==> config.mk <==
export PLATFORM = sky130hd
export DESIGN_NAME = inst_fetch
export DESIGN_NICKNAME = d
export VERILOG_FILES = /design/src/rtl/inst_fetch_pkg.sv /design/src/rtl/inst_fetch_if_id_reg.sv /design/src/rtl/inst_fetch.sv
export SDC_FILE = /design/constraint.sdc
export NUM_CORES = 1
export LEC_CHECK = 0
export BUFFER_PORTS_ARGS = -buffer_cell sky130_fd_sc_hd__buf_2
export CORE_AREA = 4 4 101 103
export CTS_CLUSTER_DIAMETER = 200
export DETAILED_ROUTE_END_ITERATION = 10
export DIE_AREA = 0 0 105 107
export PLACE_DENSITY_LB_ADDON = 0.2
export SYNTH_ARGS = -nofsm -noshare
export SYNTH_HDL_FRONTEND = slang
export SYNTH_SLANG_ARGS = --single-unit
==> constraint.sdc <==
create_clock -name clk -period 4.3 [get_ports clk]
set_input_delay 0.215 -clock clk [delete_from_list [all_inputs] [get_ports clk]]
set_output_delay 0.215 -clock clk [all_outputs]
set_load 0.005 [all_outputs]
==> src/rtl/inst_fetch_pkg.sv <==
// Shared constants for the instruction-fetch slice.
//   INST_BUS    instruction bus width
//   ADDR_BUS    instruction-address / PC width
//   INST_NOP    bubble encoding placed in IF/ID when no real instruction is present
//   RESET_ADDR  first fetch address after reset
package inst_fetch_pkg;

    localparam int          INST_BUS   = 16;
    localparam int          ADDR_BUS   = 16;
    localparam logic [15:0] INST_NOP   = 16'h0800;
    localparam logic [15:0] RESET_ADDR = 16'h0000;

endpackage

==> src/rtl/inst_fetch_if_id_reg.sv <==
// if_id_reg: IF/ID pipeline register.
// Ports:
//   clk, rst        clock, synchronous active-low reset
//   hold            keep current contents (decode stall); wins over load
//   load            capture d_inst/d_pc as a real instruction
//                   (hold=0, load=0 inserts a bubble: valid=0, inst=NOP)
//   d_inst, d_pc    instruction and its address
//   valid           register holds a real instruction
//   inst, pc, npc   registered instruction, its address and address+1
// On a bubble pc/npc keep their last value; decode ignores them when valid=0.
module if_id_reg
    import inst_fetch_pkg::*;
#(
    parameter int                ADDR_W   = ADDR_BUS,
    parameter int                INST_W   = INST_BUS,
    parameter logic [INST_W-1:0] NOP_INST = INST_NOP
) (
    input  logic              clk,
    input  logic              rst,
    input  logic              hold,
    input  logic              load,
    input  logic [INST_W-1:0] d_inst,
    input  logic [ADDR_W-1:0] d_pc,
    output logic              valid,
    output logic [INST_W-1:0] inst,
    output logic [ADDR_W-1:0] pc,
    output logic [ADDR_W-1:0] npc
);

    localparam logic [ADDR_W-1:0] PC_ONE = {{(ADDR_W-1){1'b0}}, 1'b1};

    always_ff @(posedge clk) begin
        if (!rst) begin
            valid <= 1'b0;
            inst  <= NOP_INST;
            pc    <= '0;
            npc   <= '0;
        end else if (hold) begin
            valid <= valid;
        end else if (load) begin
            valid <= 1'b1;
            inst  <= d_inst;
            pc    <= d_pc;
            npc   <= d_pc + PC_ONE;
        end else begin
            valid <= 1'b0;
            inst  <= NOP_INST;
        end
    end

endmodule

==> src/rtl/inst_fetch.sv <==
// inst_fetch: instruction-fetch stage with IF/ID register.
// Drives the PC over a req/ack instruction-memory port and presents
// {inst, pc, pc+1} to decode. Handles decode stalls (skid register) and
// branch redirects from ID, including redirects during an outstanding fetch.
//
// Optional feature macro: IF_DELAY_SLOT_EN
//   defined   - the instruction after a branch is a delay slot and is delivered
//   undefined - that instruction is squashed and replaced by a bubble
//
// Ports:
//   clk, rst              clock, synchronous active-low reset
//   stall_i               decode stall, IF/ID holds
//   redirect_i            taken branch/jump in ID (ignored while stall_i=1)
//   redirect_pc_i         redirect target
//   imem_req_o/addr_o     fetch request and address
//   imem_rdata_i/ack_i    returned instruction, qualified by ack
//   id_valid_o            IF/ID holds a real instruction
//   id_inst_o/pc_o/npc_o  instruction, its address, address+1
//   dbg_state             current FSM state (0 = S_FETCH, 1 = S_HOLD)
//
// Memory handshake: imem_req_o is high in S_FETCH; the request is complete on
// the first rising edge where imem_ack_i=1 (may be the same cycle as the
// request). imem_addr_o is stable from request until ack and a request is never
// withdrawn except by reset.
module inst_fetch
    import inst_fetch_pkg::*;
#(
    parameter int                ADDR_W   = ADDR_BUS,
    parameter int                INST_W   = INST_BUS,
    parameter logic [ADDR_W-1:0] RESET_PC = RESET_ADDR,
    parameter logic [INST_W-1:0] NOP_INST = INST_NOP
) (
    input  logic              clk,
    input  logic              rst,
    input  logic              stall_i,
    input  logic              redirect_i,
    input  logic [ADDR_W-1:0] redirect_pc_i,
    output logic              imem_req_o,
    output logic [ADDR_W-1:0] imem_addr_o,
    input  logic [INST_W-1:0] imem_rdata_i,
    input  logic              imem_ack_i,
    output logic              id_valid_o,
    output logic [INST_W-1:0] id_inst_o,
    output logic [ADDR_W-1:0] id_pc_o,
    output logic [ADDR_W-1:0] id_npc_o,
    output logic              dbg_state
);

    typedef enum logic {
        S_FETCH = 1'b0,
        S_HOLD  = 1'b1
    } state_t;

    localparam logic [ADDR_W-1:0] PC_ONE = {{(ADDR_W-1){1'b0}}, 1'b1};

    state_t state_q, state_d;

    logic [ADDR_W-1:0] pc_q, pc_d;
    logic [ADDR_W-1:0] redir_pc_q, redir_pc_d;
    logic              pend_q, pend_d;
    logic              discard_q, discard_d;
    logic [INST_W-1:0] skid_inst_q, skid_inst_d;
    logic [ADDR_W-1:0] skid_pc_q, skid_pc_d;
    // out_q: a request was open at the last edge without an ack.
    // flush_q: that request was abandoned by reset; its late ack must be dropped.
    logic              out_q, flush_q, flush_d;

    logic              in_fetch, redir_go, ack_take, squash, keep;
    logic              ifid_hold, ifid_load;
    logic [INST_W-1:0] ifid_inst;
    logic [ADDR_W-1:0] ifid_pc;

    assign in_fetch = (state_q == S_FETCH);
    assign redir_go = redirect_i & ~stall_i;
    // An ack belongs to the current fetch unless it is the late reply to a
    // request abandoned by reset.
    assign ack_take = in_fetch & imem_ack_i & ~flush_q;
`ifdef IF_DELAY_SLOT_EN
    assign squash = 1'b0;
`else
    // Data fetched right after a branch: either returned with the redirect or
    // arriving later for a fetch that was open when the redirect came.
    assign squash = ack_take & (discard_q | redir_go);
`endif
    assign keep = ack_take & ~squash;

    assign imem_req_o  = rst & in_fetch;
    assign imem_addr_o = pc_q;
    assign dbg_state   = state_q;

    // State register
    always_ff @(posedge clk) begin
        if (!rst) state_q <= S_FETCH;
        else      state_q <= state_d;
    end

    // Next-state logic
    always_comb begin
        state_d = state_q;
        case (state_q)
            S_FETCH: if (keep && stall_i) state_d = S_HOLD;
            S_HOLD:  if (!stall_i)        state_d = S_FETCH;
            default:                      state_d = S_FETCH;
        endcase
    end

    // Output / datapath control
    always_comb begin
        ifid_hold   = stall_i;
        ifid_load   = 1'b0;
        ifid_inst   = imem_rdata_i;
        ifid_pc     = pc_q;
        pc_d        = pc_q;
        pend_d      = pend_q;
        discard_d   = discard_q;
        redir_pc_d  = redir_pc_q;
        skid_inst_d = skid_inst_q;
        skid_pc_d   = skid_pc_q;
        flush_d     = flush_q;

        // Newest redirect target always wins.
        if (redir_go) redir_pc_d = redirect_pc_i;

        if (in_fetch) begin
            if (imem_ack_i && flush_q) flush_d = 1'b0;
            if (ack_take) begin
                pend_d    = 1'b0;
                discard_d = 1'b0;
                if (redir_go)    pc_d = redirect_pc_i;
                else if (pend_q) pc_d = redir_pc_q;
                else             pc_d = pc_q + PC_ONE;
                if (keep) begin
                    if (stall_i) begin
                        skid_inst_d = imem_rdata_i;
                        skid_pc_d   = pc_q;
                    end else begin
                        ifid_load = 1'b1;
                    end
                end
            end else if (redir_go) begin
                // Fetch still open: keep its address on the bus, jump on its ack.
                pend_d = 1'b1;
`ifdef IF_DELAY_SLOT_EN
                discard_d = 1'b0;
`else
                discard_d = 1'b1;
`endif
            end
        end else begin
            ifid_inst = skid_inst_q;
            ifid_pc   = skid_pc_q;
            if (!stall_i) begin
                if (redir_go) pc_d = redirect_pc_i;
`ifdef IF_DELAY_SLOT_EN
                ifid_load = 1'b1;
`else
                if (redir_go) skid_inst_d = NOP_INST;
                else          ifid_load   = 1'b1;
`endif
            end
        end
    end

    // Datapath registers
    always_ff @(posedge clk) begin
        if (!rst) begin
            pc_q        <= RESET_PC;
            redir_pc_q  <= RESET_PC;
            pend_q      <= 1'b0;
            discard_q   <= 1'b0;
            skid_inst_q <= NOP_INST;
            skid_pc_q   <= '0;
            // Remember an abandoned request across reset until its ack shows up.
            out_q       <= out_q & ~imem_ack_i;
            flush_q     <= out_q & ~imem_ack_i;
        end else begin
            pc_q        <= pc_d;
            redir_pc_q  <= redir_pc_d;
            pend_q      <= pend_d;
            discard_q   <= discard_d;
            skid_inst_q <= skid_inst_d;
            skid_pc_q   <= skid_pc_d;
            out_q       <= imem_req_o & ~imem_ack_i;
            flush_q     <= flush_d;
        end
    end

    if_id_reg #(
        .ADDR_W   (ADDR_W),
        .INST_W   (INST_W),
        .NOP_INST (NOP_INST)
    ) u_if_id (
        .clk    (clk),
        .rst    (rst),
        .hold   (ifid_hold),
        .load   (ifid_load),
        .d_inst (ifid_inst),
        .d_pc   (ifid_pc),
        .valid  (id_valid_o),
        .inst   (id_inst_o),
        .pc     (id_pc_o),
        .npc    (id_npc_o)
    );

endmodule

==> summary.md <==
| Metric | Value |
|---|---|
| Initial Util | `0.591` |
| Static leakage | `2.74 nW` |
| VDD IR max | `265 uV` |
| Number of detailed-route iterations in the first pass | `5` |
| Worst path max stage delay | `1040 ps` |
| Full die area | `0.0112 mm^2` |
| TritonCTS Sinks | `around 120` |
| CP Class | `reg -> reg` |
| H-Tree Depth | `4` |
| Total track usage | `0.256` |
| Commonest non-fill, non-tap cells in the layout | `125 x nand2_1, 115 x dfxtp_1, 103 x buf_2, 76 x a21oi_1, 48 x nor2_1` |
| CTS tree | `built` |
| Mean Syn Cell Area | `8.20 um^2` |
| Synth Instances | `663` |
| Startpoint types | `flip-flop` |
| Measured slew at the worst slew-check pin | `1100 ps` |
| CP arrival | `between 3000 and 4000 ps` |
| HP Class | `in -> reg` |
| # DRC | `0` |
| Delay-heaviest family, CP | `flip-flops` |
| Hold Path Cell Cnt | `4` |
| Post-Synthesis Net Count | `702` |
| Die X | `roughly 110 um` |
| Reg2reg setup slack | `between 1500 and 2000 ps` |
| Top cells by area, synth | `dfxtp_1 43%, nand2_1 8.6%, a21oi_1 7.0%, mux2i_1 5.5%, o21ai_0 4.0%` |
| Maximum clock rate | `363 MHz` |
| Share of the synthesized area in the top cell type | `0.427` |
| Dominant register cell in the synthesized netlist | `dfxtp_1` |
| DRT antenna net count | `0` |
| Post-synthesis sequential area ratio | `0.433` |
| GPL Wtd Cong | `0.928` |
| Final Max Tran Viols | `0` |
| RR Endpoint | `u_if_id.npc[10]` |
| First-pass GRT wire length | `23700 um` |
| First DRT Iteration DRCs | `around 310` |
| Core area | `0.00920 mm^2` |
| Setup Slack @ Placement | `1670 ps` |
| Input/output buffers | `roughly 100` |
| Yosys cell types | `55` |
| Cell Rows | `35` |
| Most common cell after layout, fill and taps aside | `nand2_1` |
| Skew final | `about 11 ps` |
| Vias per cell | `between 5 and 6` |
| Setup Fix Bufs, Post-CTS | `0` |
| Buf/Inv on CP | `1` |
| Num CTS Buffers | `17` |
| Critical-path cell list | `mux2i_1 > inv_1 > ha_1 > nand4_1 > a21o_1 > a221oi_1 > nand4_1 > o211ai_1` |
| Final worst slack | `1540 ps` |
| Final setup fails | `0` |
| RSZ-0062 raised after global routing | `false` |
| Diodes inserted | `0` |
| CP most frequent cell | `nand4_1` |
| Total congestion overflow | `0` |
| Number of global-route vias before repair | `4904` |
| R2R cell count | `8` |
| Initial antenna violation count | `0` |
| Yosys warns | `0` |
| Levels on crit path | `8` |
| Post-CTS resize count | `0` |
| Ports | `104` |
| Layout area overhead | `22.7%` |
| Worst setup path end | `u_if_id.npc[10]` |
| Setup crit end kind | `flip-flop` |
| Reg clk slew, reported paths | `60 ps` |
| # nets final | `797` |
| Worst skew pair latency | `~520 ps` |
| Clk buf depth | `2` |
| Critical Path RT | `between 4000 and 5000 ps` |
| Crit-path max FO | `56` |
| Wire length per cell | `16.1 um` |
| Tmin final | `2760 ps` |
| DR vias | `5087` |
| Pin count of the biggest net entering global routing | `57` |
| Fin crit share | `0.641` |
| Share of cells above drive strength 1 | `0.205` |
| Status | `finished, final reports clean` |
| Worst flop-to-flop path startpoint | `dbg_state` |
| Final Hold Fails | `0` |
| Final WL | `14200 um` |
| Post-DP HPWL | `9180 um` |
| Worst setup startpoint | `dbg_state` |
| Root Buffer | `clkbuf_8` |
| Critical path's slowest cell | `dfxtp_2` |
| Async SR Flop Fraction | `0` |
| Mapped Area | `0.00543 mm^2` |
| Die Ht | `approximately 110 um` |
| EDFF count, synth | `1` |
| Hold_buf cts | `18` |
| Yosys top cell by area | `dfxtp_1` |
| Maxcap violations | `0` |
| Max-slew headroom | `0.264` |
| Synth Register Bits | `117` |
| Setup TNS | `0 ps` |
| Total power | `2.92 mW` |
| P per Cell Area | `438 mW/mm^2` |
==> Yosys cell counts (7+ instances only) <==
cell      count
nand2_1     125
dfxtp_1     116
a21oi_1      76
nor2_1       48
o21ai_0      43
mux2i_1      30
nand3_1      26
buf_2        22
nor2b_1      18
clkbuf_1     17
a211oi_1     15
xnor2_1      11
nand4_1      10
inv_1         9
nand2b_1      9
xor2_1        9
nor3_1        8
o211ai_1      7
==> layer usage <==
layer,vias up,track usage,wire [um]
li1,2489,-,-
met1,2386,0.334,6290
met2,179,0.413,6710
met3,33,0.0566,915
met4,0,0.101,267
met5,-,0,0
==> power breakdown <==
part           internal [mW]  switching [mW]  total, mW
Sequential              1.13          0.0601       1.19
Clock                  0.948           0.503       1.45
Combinational          0.119           0.162      0.282
Total                   2.20           0.725       2.92
==> worst min path at each step <==
stage,start,slack [ps],endpoint
global placement,u_if_id.valid,430,u_if_id.valid
finish,imem_rdata_i[0],70,skid_inst_q[0]
floorplan,imem_ack_i,280,out_q
global route,imem_rdata_i[4],80,skid_inst_q[4]
CTS,imem_rdata_i[0],60,skid_inst_q[0]
detailed placement,u_if_id.valid,430,u_if_id.valid
==> logic make-up (layout without fill, tap and decap cells) <==
| kind of cell | count (synthesis) | after routing | synth area share |
|---|---|---|---|
| simple gates | 260 | 260 | 0.225 |
| compound gates | 171 | 171 | 0.189 |
| fa+ha+maj | 2 | 2 | 0.00460 |
| flops | 117 | 117 | 0.433 |
| buf+inv | 60 | 168 | 0.0546 |
| mux | 33 | 33 | 0.0619 |
| xor+xnor | 20 | 20 | 0.0322 |
==> worst register-to-register path, stage by stage (launching register included) <==
cell	delay, ps
dfxtp_2	1040
mux2i_1	280
inv_1	110
ha_1	220
nand4_1	160
a21o_1	230
a221oi_1	320
nand4_1	170
o211ai_1	150
==> registers in the layout (all words and copies together) (netlist names) <==
register       count
dbg_state          1
discard_q          1
flush_q            1
imem_addr_o       16
out_q              1
redir_pc_q        16
skid_inst_q       16
skid_pc_q         16
u_if_id.inst      16
u_if_id.npc       16
u_if_id.pc        16
u_if_id.valid      1
==> area by class of cell <==
type | instances | area, um^2
Clock inverter | 11 | 146
Tap cell | 111 | 139
Multi-Input combinational cell | 486 | 2790
Fill cell | 714 | 2530
Timing Repair Buffer | 127 | 741
Inverter | 9 | 33.8
Clock buffer | 21 | 470
Sequential cell | 117 | 2350
==> per-stage QoR <==
| step | hold slack, ps | cells | utilization | area (um^2) |
|---|---|---|---|---|
| after floorplan | 284 | 663 | - | 5430 |
| after global placement | 428 | 832 | 0.639 | 5870 |
| after detailed placement | 433 | 832 | 0.639 | 5870 |
| after CTS | 62.3 | 882 | 0.725 | 6670 |
| after global routing | 79.8 | 882 | 0.725 | 6670 |
| final | 71.5 | 882 | 0.725 | 6670 |
No activity file was read; power rests on OpenSTA's default activity.
